**src/rtl/pergate_mul_arbiter.sv**
```systemverilog
// Round-robin arbiter sharing one field multiplier among NReq requesters.
// Captures the winner's operands, drives the en/ready handshake and returns the product with an ack.
module pergate_mul_arbiter #(
  parameter int unsigned NReq   = 4,
  parameter int unsigned FNbits = 16
) (
  input  logic                        clk_i,
  input  logic                        rstb_ni,
  input  logic [NReq-1:0]             req_i,
  input  logic [NReq-1:0][FNbits-1:0] a_i,
  input  logic [NReq-1:0][FNbits-1:0] b_i,
  output logic [NReq-1:0]             ack_o,
  output logic [FNbits-1:0]           result_o,
  output logic                        busy_o,
  output logic [$clog2(NReq)-1:0]     grant_id_o,
  output logic                        mul_en_o,
  output logic [FNbits-1:0]           mul_a_o,
  output logic [FNbits-1:0]           mul_b_o,
  input  logic                        mul_ready_i,
  input  logic [FNbits-1:0]           mul_c_i
);

  localparam int unsigned IdxW = $clog2(NReq);

  typedef enum logic [1:0] {
    StIdle = 2'd0,
    StWait = 2'd1,
    StAck  = 2'd2
  } state_e;

  state_e              state_q;
  logic [NReq-1:0]     ack_q;
  logic [FNbits-1:0]   result_q;
  logic [FNbits-1:0]   mul_a_q;
  logic [FNbits-1:0]   mul_b_q;
  logic [IdxW-1:0]     grant_q;
  logic                mul_en_q;

  logic [IdxW-1:0]     sel;
  logic [IdxW-1:0]     cand;
  logic                found;

  // Scan starts just past the last grant so the previous winner is considered last.
  always_comb begin
    sel   = grant_q;
    cand  = grant_q;
    found = 1'b0;
    for (int unsigned i = 1; i <= NReq; i++) begin
      cand = IdxW'((32'(grant_q) + i) % NReq);
      if (!found && req_i[cand]) begin
        sel   = cand;
        found = 1'b1;
      end
    end
  end

  always_ff @(posedge clk_i or negedge rstb_ni) begin
    if (!rstb_ni) begin
      state_q  <= StIdle;
      ack_q    <= '0;
      result_q <= '0;
      mul_a_q  <= '0;
      mul_b_q  <= '0;
      mul_en_q <= 1'b0;
      grant_q  <= IdxW'(NReq - 1);
    end else begin
      ack_q <= '0;
      case (state_q)
        StIdle: begin
          if (found && mul_ready_i) begin
            grant_q  <= sel;
            mul_a_q  <= a_i[sel];
            mul_b_q  <= b_i[sel];
            mul_en_q <= 1'b1;
            state_q  <= StWait;
          end
        end
        StWait: begin
          // Ready is stale in the start cycle; only trust it once en has dropped.
          if (mul_en_q) begin
            mul_en_q <= 1'b0;
          end else if (mul_ready_i) begin
            result_q       <= mul_c_i;
            ack_q[grant_q] <= 1'b1;
            state_q        <= StAck;
          end
        end
        StAck: begin
          state_q <= StIdle;
        end
        default: begin
          state_q  <= StIdle;
          mul_en_q <= 1'b0;
        end
      endcase
    end
  end

  assign ack_o      = ack_q;
  assign result_o   = result_q;
  assign busy_o     = (state_q != StIdle);
  assign grant_id_o = grant_q;
  assign mul_en_o   = mul_en_q;
  assign mul_a_o    = mul_a_q;
  assign mul_b_o    = mul_b_q;

endmodule

```
**config.mk**
```make
export PLATFORM = sky130hd
export DESIGN_NAME = pergate_mul_arbiter
export DESIGN_NICKNAME = d
export VERILOG_FILES = /design/src/rtl/pergate_mul_arbiter.sv
export SDC_FILE = /design/constraint.sdc
export NUM_CORES = 1
export LEC_CHECK = 0
export ABC_AREA = 1
export CELL_PAD_IN_SITES_DETAIL_PLACEMENT = 1
export CELL_PAD_IN_SITES_GLOBAL_PLACEMENT = 1
export CORE_ASPECT_RATIO = 1.5
export CORE_MARGIN = 5
export CORE_UTILIZATION = 26
export DETAILED_ROUTE_END_ITERATION = 8
export PLACE_DENSITY_LB_ADDON = 0.25
export SLEW_MARGIN = 20
export SYNTH_ARGS = -nofsm -noshare
export SYNTH_HDL_FRONTEND = slang
export SYNTH_SLANG_ARGS = --single-unit
```
**constraint.sdc**
```tcl
create_clock -name clk_i -period 2.6 [get_ports clk_i]
set_input_delay 0.26 -clock clk_i [delete_from_list [all_inputs] [get_ports clk_i]]
set_output_delay 0.26 -clock clk_i [all_outputs]
set_load 0.01 [all_outputs]
```
=== Yosys cells after proc, flatten, opt, wreduce, memory -nomap -nowiden ===
Index checks and enable logic that the tools add are counted.

* $add $sub $neg: 4
* Mux-type cells: 31
* Equality and inequality tests: 5
* Bitwise gates (word level): 2
* Magnitude comparators: 7
* Reductions and logical operators: 14

{| class="wikitable"
|+ Operator list
! cell !! count
|-
| $bmux 16 s2 || 2
|-
| $mux 16 || 2
|-
| $lt 2x3->1 const B || 6
|-
| $mux 2 || 7
|-
| $mux 4 || 3
|-
| $mux 1 || 10
|-
| $bmux 1 s2 || 4
|-
| $ne 2x2->1 const B || 3
|-
| $reduce_and 3->1 || 2
|-
| $logic_and 1x1->1 || 5
|-
| $add 2x1->2 const B || 2
|-
| $add 2x2->2 const B || 2
|-
| $pmux 2 s2 || 1
|-
| $reduce_and 2->1 || 2
|-
| $logic_not 1->1 || 3
|-
| $demux 1 s2 || 1
|-
| $eq 2x1->1 const B || 1
|-
| $eq 2x2->1 const B || 1
|-
| $ge 2x1->1 const B || 1
|-
| $logic_not 2->1 || 1
|-
| $not 1->1 || 2
|-
| $pmux 1 s2 || 1
|-
| $reduce_bool 2->1 || 1
|}

* Register bits: 57
* Logic and storage cells: 70
* Output and inout port bits: 56

=== Longest topological paths before layout ===
Gate-level depths: netlist of run 1.

* Depth in word-level cells: 16
* Gate-level depth with buffers: 16
* Mapped depth without buffers: 13

=== Worst setup path after synthesis of run 1 ===
Ideal clock, no wire load.

* Path type: register -> register
* From: reg grant_q[0], in the netlist grant_id_o[0]
* To: reg mul_a_q[0], in the netlist mul_a_o[0]
* Setup slack: 0.373 ns
* Required time: 2.483 ns
* Data arrival time: 2.110 ns
* Stages on the path, launching flop included: 16
* Setup time: 0.117 ns
* Buffers on the path: 3
* Path through: dfstp_2 buf_6 inv_4 ha_1 inv_1 nand3_1 nand2_1 nand3_2 nand2_2 nand2_2 buf_6 buf_6 nand2_1 nand3_1 nand3_1 nand2_1

* Word-level cells in the longest chain between the ends: 15

{| class="wikitable"
|+ Ends and longest elaborated chain
! item !! RTL line !! RTL
|-
| from (decl) || 36 || <nowiki>logic [IdxW-1:0] grant_q;</nowiki>
|-
| from (signal assigned) || 65 || <nowiki>grant_q <= IdxW'(NReq - 1);</nowiki>
|-
| from (signal assigned) || 71 || <nowiki>grant_q <= sel;</nowiki>
|-
| $add 2x1->2 || 49 || <nowiki>cand = IdxW'((32'(grant_q) + i) % NReq);</nowiki>
|-
| $bmux 1 s2 || 50 || <nowiki>if (!found && req_i[cand]) begin</nowiki>
|-
| $mux 1 (not written as such) || 50 ||
|-
| $mux 1 || 50 ||
|-
| $logic_not 1->1 || 50 ||
|-
| $logic_and 1x1->1 || 50 ||
|-
| $mux 1 || 50 ||
|-
| $logic_not 1->1 || 50 ||
|-
| $logic_and 1x1->1 || 50 ||
|-
| $mux 1 || 50 ||
|-
| $logic_not 1->1 || 50 ||
|-
| $logic_and 1x1->1 || 50 ||
|-
| $mux 2 / $mux 1 (equally long branches) || 50 ||
|-
| $bmux 16 s2 / $logic_and 1x1->1 (equally long branches) || 72, 70 ||
|-
| $mux 16 (not written as such) / $reduce_and 2->1 (equally long branches) || -- ||
|-
| to (signal assigned) || 72 || <nowiki>mul_a_q <= a_i[sel];</nowiki>
|-
| to (decl) || 34 || <nowiki>logic [FNbits-1:0] mul_a_q;</nowiki>
|}

Several ways; a longest one is shown, not always the timed one. The select of a mux whose other input is x is not followed.
A chain may end at the register's enable or synchronous reset.

=== Worst setup path after layout of run 1 ===
* From: reg grant_q[1], in the netlist grant_id_o[1]
* To: reg mul_b_q[11], in the netlist mul_b_o[11]

* Word-level cells in the longest chain between the ends: 15

{| class="wikitable"
|+ Ends and longest elaborated chain
! item !! RTL line !! RTL
|-
| $add 2x1->2 || 49 ||
|-
| $bmux 1 s2 || 50 ||
|-
| $mux 1 (not written as such) || 50 ||
|-
| $mux 1 || 50 ||
|-
| $logic_not 1->1 || 50 ||
|-
| $logic_and 1x1->1 || 50 ||
|-
| $mux 1 || 50 ||
|-
| $logic_not 1->1 || 50 ||
|-
| $logic_and 1x1->1 || 50 ||
|-
| $mux 1 || 50 ||
|-
| $logic_not 1->1 || 50 ||
|-
| $logic_and 1x1->1 || 50 ||
|-
| $mux 2 / $mux 1 (equally long branches) || 50 ||
|-
| $bmux 16 s2 / $logic_and 1x1->1 (equally long branches) || 73, 70 ||
|-
| $mux 16 (not written as such) / $reduce_and 2->1 (equally long branches) || -- ||
|-
| to (signal assigned) || 73 || <nowiki>mul_b_q <= b_i[sel];</nowiki>
|-
| to (decl) || 35 || <nowiki>logic [FNbits-1:0] mul_b_q;</nowiki>
|}

Several ways; a longest one is shown, not always the timed one. The select of a mux whose other input is x is not followed.

==> run summary, run 1 <==
The flow ran to the end, and the final reports show no timing, DRC or antenna violations. The register bit total from synthesis is 57. The synthesized design spends more area on one cell type than any other, namely sky130_fd_sc_hd__dfrtp_1.

TritonCTS built the clock tree. The kind of start point of the critical path was a register. The fraction of layout instances using a drive strength above 1 was 6.86%; the number of library cell types mapped by synthesis was 24. For this design the top-level I/O count stands at 207. The tools report the site row count as 52.

Data arrives at the worst endpoint at 2.61 ns. The most used flip-flop cell after synthesis is sky130_fd_sc_hd__dfrtp_1. The net count of the mapped netlist was 669; the normalized max-slew margin was 49.6%. After clock tree synthesis, the setup repair step added 0 buffers. The first-pass GRT wire length came out at 24.2 mm.

For this run, the detailed router's first-pass iteration total came to 4. Ranked by total cell area, the synthesized netlist is headed by sky130_fd_sc_hd__dfrtp_1, sky130_fd_sc_hd__nand3_1, sky130_fd_sc_hd__nand2_1, sky130_fd_sc_hd__buf_6, sky130_fd_sc_hd__buf_2. The async set or reset register ratio after synthesis is 100%, and the cell area after synthesis is 3590 µm². Measured along the x axis, the die boundary spans 106 µm. Final period demand of the worst path: 2.40 ns. Across the run, the number of max-cap violations was 0.

The tools report the count of vias placed by the detailed router as 4,267. Fraction of post-synthesis cell area in the top cell type by area: 38.3%. The average via count per standard cell was 4.87; the number of routed nets with antenna violations was 0. For this run, the number of Yosys warnings is 0. The tightest hold path in the finished design has a slack of 0.0928 ns. The count of flip-flops with a built-in enable after synthesis was 0. For the final worst clock skew, the log shows 0.00940 ns.

Routability-driven placement finished with a final weighted congestion of 0.772. Entering global routing, the biggest net connects 58 pins. Setup violations remaining at the end of the flow were counted as 0.

The tools report the critical path data required time as 2.81 ns. Detailed placement finished with a half-perimeter wire length of 11.6 mm. The worst-case clock buffer depth is 2. Setup repair after global routing left no endpoint under its margin. The maximum fanout count along the critical path was 26. The tools report the DRC violation count after routing as 0. The clock drives 57 sinks.

The count of final max-slew check failures is 0, and the clock-pin transition on the worst setup and hold timing paths is 0.05 ns. The total number of nets in the final design is 864, and the power per cell area is 1500 nW/µm². The total area inside the core boundary comes to 13,500 µm².

The proportion of synthesized chip area in sequential cells was 39.8%. In this run the number of H-tree levels came out at 3. Relative to the synthesized area, the layout overhead comes to 69.5%. The logs give 9 for the clock buffer count from CTS and 1,696 for the count of filler cells inserted in the layout. VDD sags by at most 0.000964 V. For this run the aggregate overflow at the end of global routing stands at 0. The number of antenna violations at the first check in global routing was 1. The count of buffers added on input and output ports is 206. The critical path is of the reg2reg type. The worst hold path belongs to the class in2async. After detailed routing, the average wire length per cell comes to 17.2 µm. For the worst-skew pair, the clock arrives at the later sink with an insertion delay of 0.33 ns. After the first detailed-routing iteration, the DRC count stood at 130.

The cell at the root of the clock tree is sky130_fd_sc_hd__clkbuf_16. Synthesis produced a netlist whose cell count is 514. Via count of the first global-routing pass: 4,731. Dividing the final minimum period by the clock period gives 92.3%. The die covers 16,300 µm². For the initial standard-cell utilization of the core, the log shows 26.5%. Kind of end point of the critical path: a register.

The worst-margin pin slew was 0.755 ns; the total count of hold-check failures in the final report was 0. In this run the vertical extent of the chip is 154 µm. For the static leakage, the log shows 2.85 nW. For this run, the top clock speed supported by timing is 417 MHz. The accumulated negative setup slack came out at 0 ns. The mean area per synthesized cell is 6.99 µm². The logs give 15.1 mm for the wire length reported by the detailed router and 18.5% for the total global-route track usage.
## area by class of cell
| type | count | area, µm² | area share [%] |
|---|---|---|---|
| clock inverters | 2 | 35.0 | 0.575 |
| clock buffers | 14 | 274 | 4.50 |
| inverters | 22 | 85.1 | 1.40 |
| repair buffers | 222 | 2230 | 36.6 |
| multi-input cells | 397 | 1830 | 30.0 |
| diodes | 1 | 2.50 | 0.0411 |
| flip-flops and latches | 57 | 1430 | 23.5 |
| well taps | 162 | 203 | 3.33 |
## worst max-delay path, stage by stage (launching register included)
cell                      delay, ns
sky130_fd_sc_hd__dfstp_2       0.60
sky130_fd_sc_hd__inv_1         0.14
sky130_fd_sc_hd__ha_4          0.31
sky130_fd_sc_hd__inv_1         0.06
sky130_fd_sc_hd__nand3_2       0.11
sky130_fd_sc_hd__nand2_2       0.08
sky130_fd_sc_hd__inv_2         0.13
sky130_fd_sc_hd__nand2_1       0.08
sky130_fd_sc_hd__nand2_1       0.08
sky130_fd_sc_hd__nand3_1       0.10
sky130_fd_sc_hd__nand2_1       0.15
sky130_fd_sc_hd__buf_12        0.19
sky130_fd_sc_hd__nand3_1       0.09
sky130_fd_sc_hd__nand3_1       0.10
sky130_fd_sc_hd__nand2_1       0.05
## registers in the layout, indices dropped and copies added, names as in the netlist
signal	flops
ack_o	4
grant_id_o	2
mul_a_o	16
mul_b_o	16
mul_en_o	1
result_o	16
state_q	2
## kinds of logic (layout without fill, tap and decap cells)
logic type | after synthesis | in the layout | synth area share, %
AND/OR/NAND/NOR | 386 | 386 | 47.8
buffers and inverters | 60 | 260 | 9.93
flip-flops | 57 | 57 | 39.8
AO/OA/AOI/OAI | 7 | 7 | 1.12
adder cells (fa/ha/maj) | 4 | 4 | 1.39
other | 0 | 1 | 0
## cells in the final DEF, fill, tap and decap left out, drive strengths merged
cell | Yosys | layout
nand3 | 170 | 170
clkbuf | 3 | 14
dfrtp | 55 | 55
dfstp | 2 | 2
o31ai | 1 | 1
diode | 0 | 1
a21o | 1 | 1
nor2 | 9 | 9
buf | 35 | 17
clkinv | 1 | 2
nand4 | 3 | 3
inv | 21 | 21
nand2 | 204 | 204
a21oi | 2 | 2
ha | 4 | 4
o21ai | 3 | 3
bufinv | 0 | 1
clkdlybuf4s50 | 0 | 205
## report_power, final
part	total (mW)	switching, mW	internal (mW)
clock	1.22	0.400	0.818
sequential	1.56	0.234	1.32
combinational	6.34	3.76	2.57
## metal layers
| layer | GRT usage (%) | routed length [µm] |
|---|---|---|
| met5 | 0 | 0 |
| met4 | 7.53 | 345 |
| met3 | 4.82 | 851 |
| met2 | 34.4 | 8140 |
| met1 | 19.7 | 5730 |
## final timing paths
kind                       slack [ns]  cells past startpoint           end     startpoint
hold / removal                   0.09                      2  result_o[13]        rstb_ni
min in group clk_i               0.48                      2    mul_b_o[0]     mul_b_o[0]
setup reg to reg                 0.20                     14   mul_b_o[11]  grant_id_o[1]
setup / recovery                 0.20                     14   mul_b_o[11]  grant_id_o[1]
hold reg to reg                  0.48                      2    mul_b_o[0]     mul_b_o[0]
max in group asynchronous        2.01                      2   mul_b_o[12]        rstb_ni
## synthesized netlist by cell type, types with 2 or more instances
| cell | number |
|---|---|
| sky130_fd_sc_hd__nand2_1 | 197 |
| sky130_fd_sc_hd__nand3_1 | 167 |
| sky130_fd_sc_hd__dfrtp_1 | 55 |
| sky130_fd_sc_hd__buf_2 | 19 |
| sky130_fd_sc_hd__inv_1 | 19 |
| sky130_fd_sc_hd__buf_6 | 12 |
| sky130_fd_sc_hd__nor2_1 | 8 |
| sky130_fd_sc_hd__nand2_2 | 7 |
| sky130_fd_sc_hd__buf_4 | 4 |
| sky130_fd_sc_hd__ha_1 | 4 |
| sky130_fd_sc_hd__clkbuf_1 | 3 |
| sky130_fd_sc_hd__nand3_2 | 3 |
| sky130_fd_sc_hd__a21oi_1 | 2 |
| sky130_fd_sc_hd__dfstp_2 | 2 |
| sky130_fd_sc_hd__nand4_1 | 2 |
| sky130_fd_sc_hd__o21ai_0 | 2 |
## timing repair
| item | in CTS | in global routing |
|---|---|---|
| resized for setup | 0 | 3 |
| hold buffers | 0 | 0 |
| endpoints found under the setup margin | 0 | 31 |
## metrics by stage
step                std cells  area [µm²]  setup slack, ns  power, mW  util [%]
floorplan                 514        3590            0.373       5.80         -
global placement          860        5760            0.288       7.74      42.5
detailed placement        860        5760            0.132       8.03      42.5
CTS                       876        6070            0.126       9.30      44.8
global route              877        6090           0.0160       10.0      45.0
finish                    877        6090            0.200       9.11      45.0
No activity file was read; power rests on OpenSTA's default activity.
==> run 2, diff against run 1 <==
- TNS_END_PERCENT: not set -> 50
==> results of run 2 <==
Same layout as run 1: the final DEF is identical, and so are final timing and power.
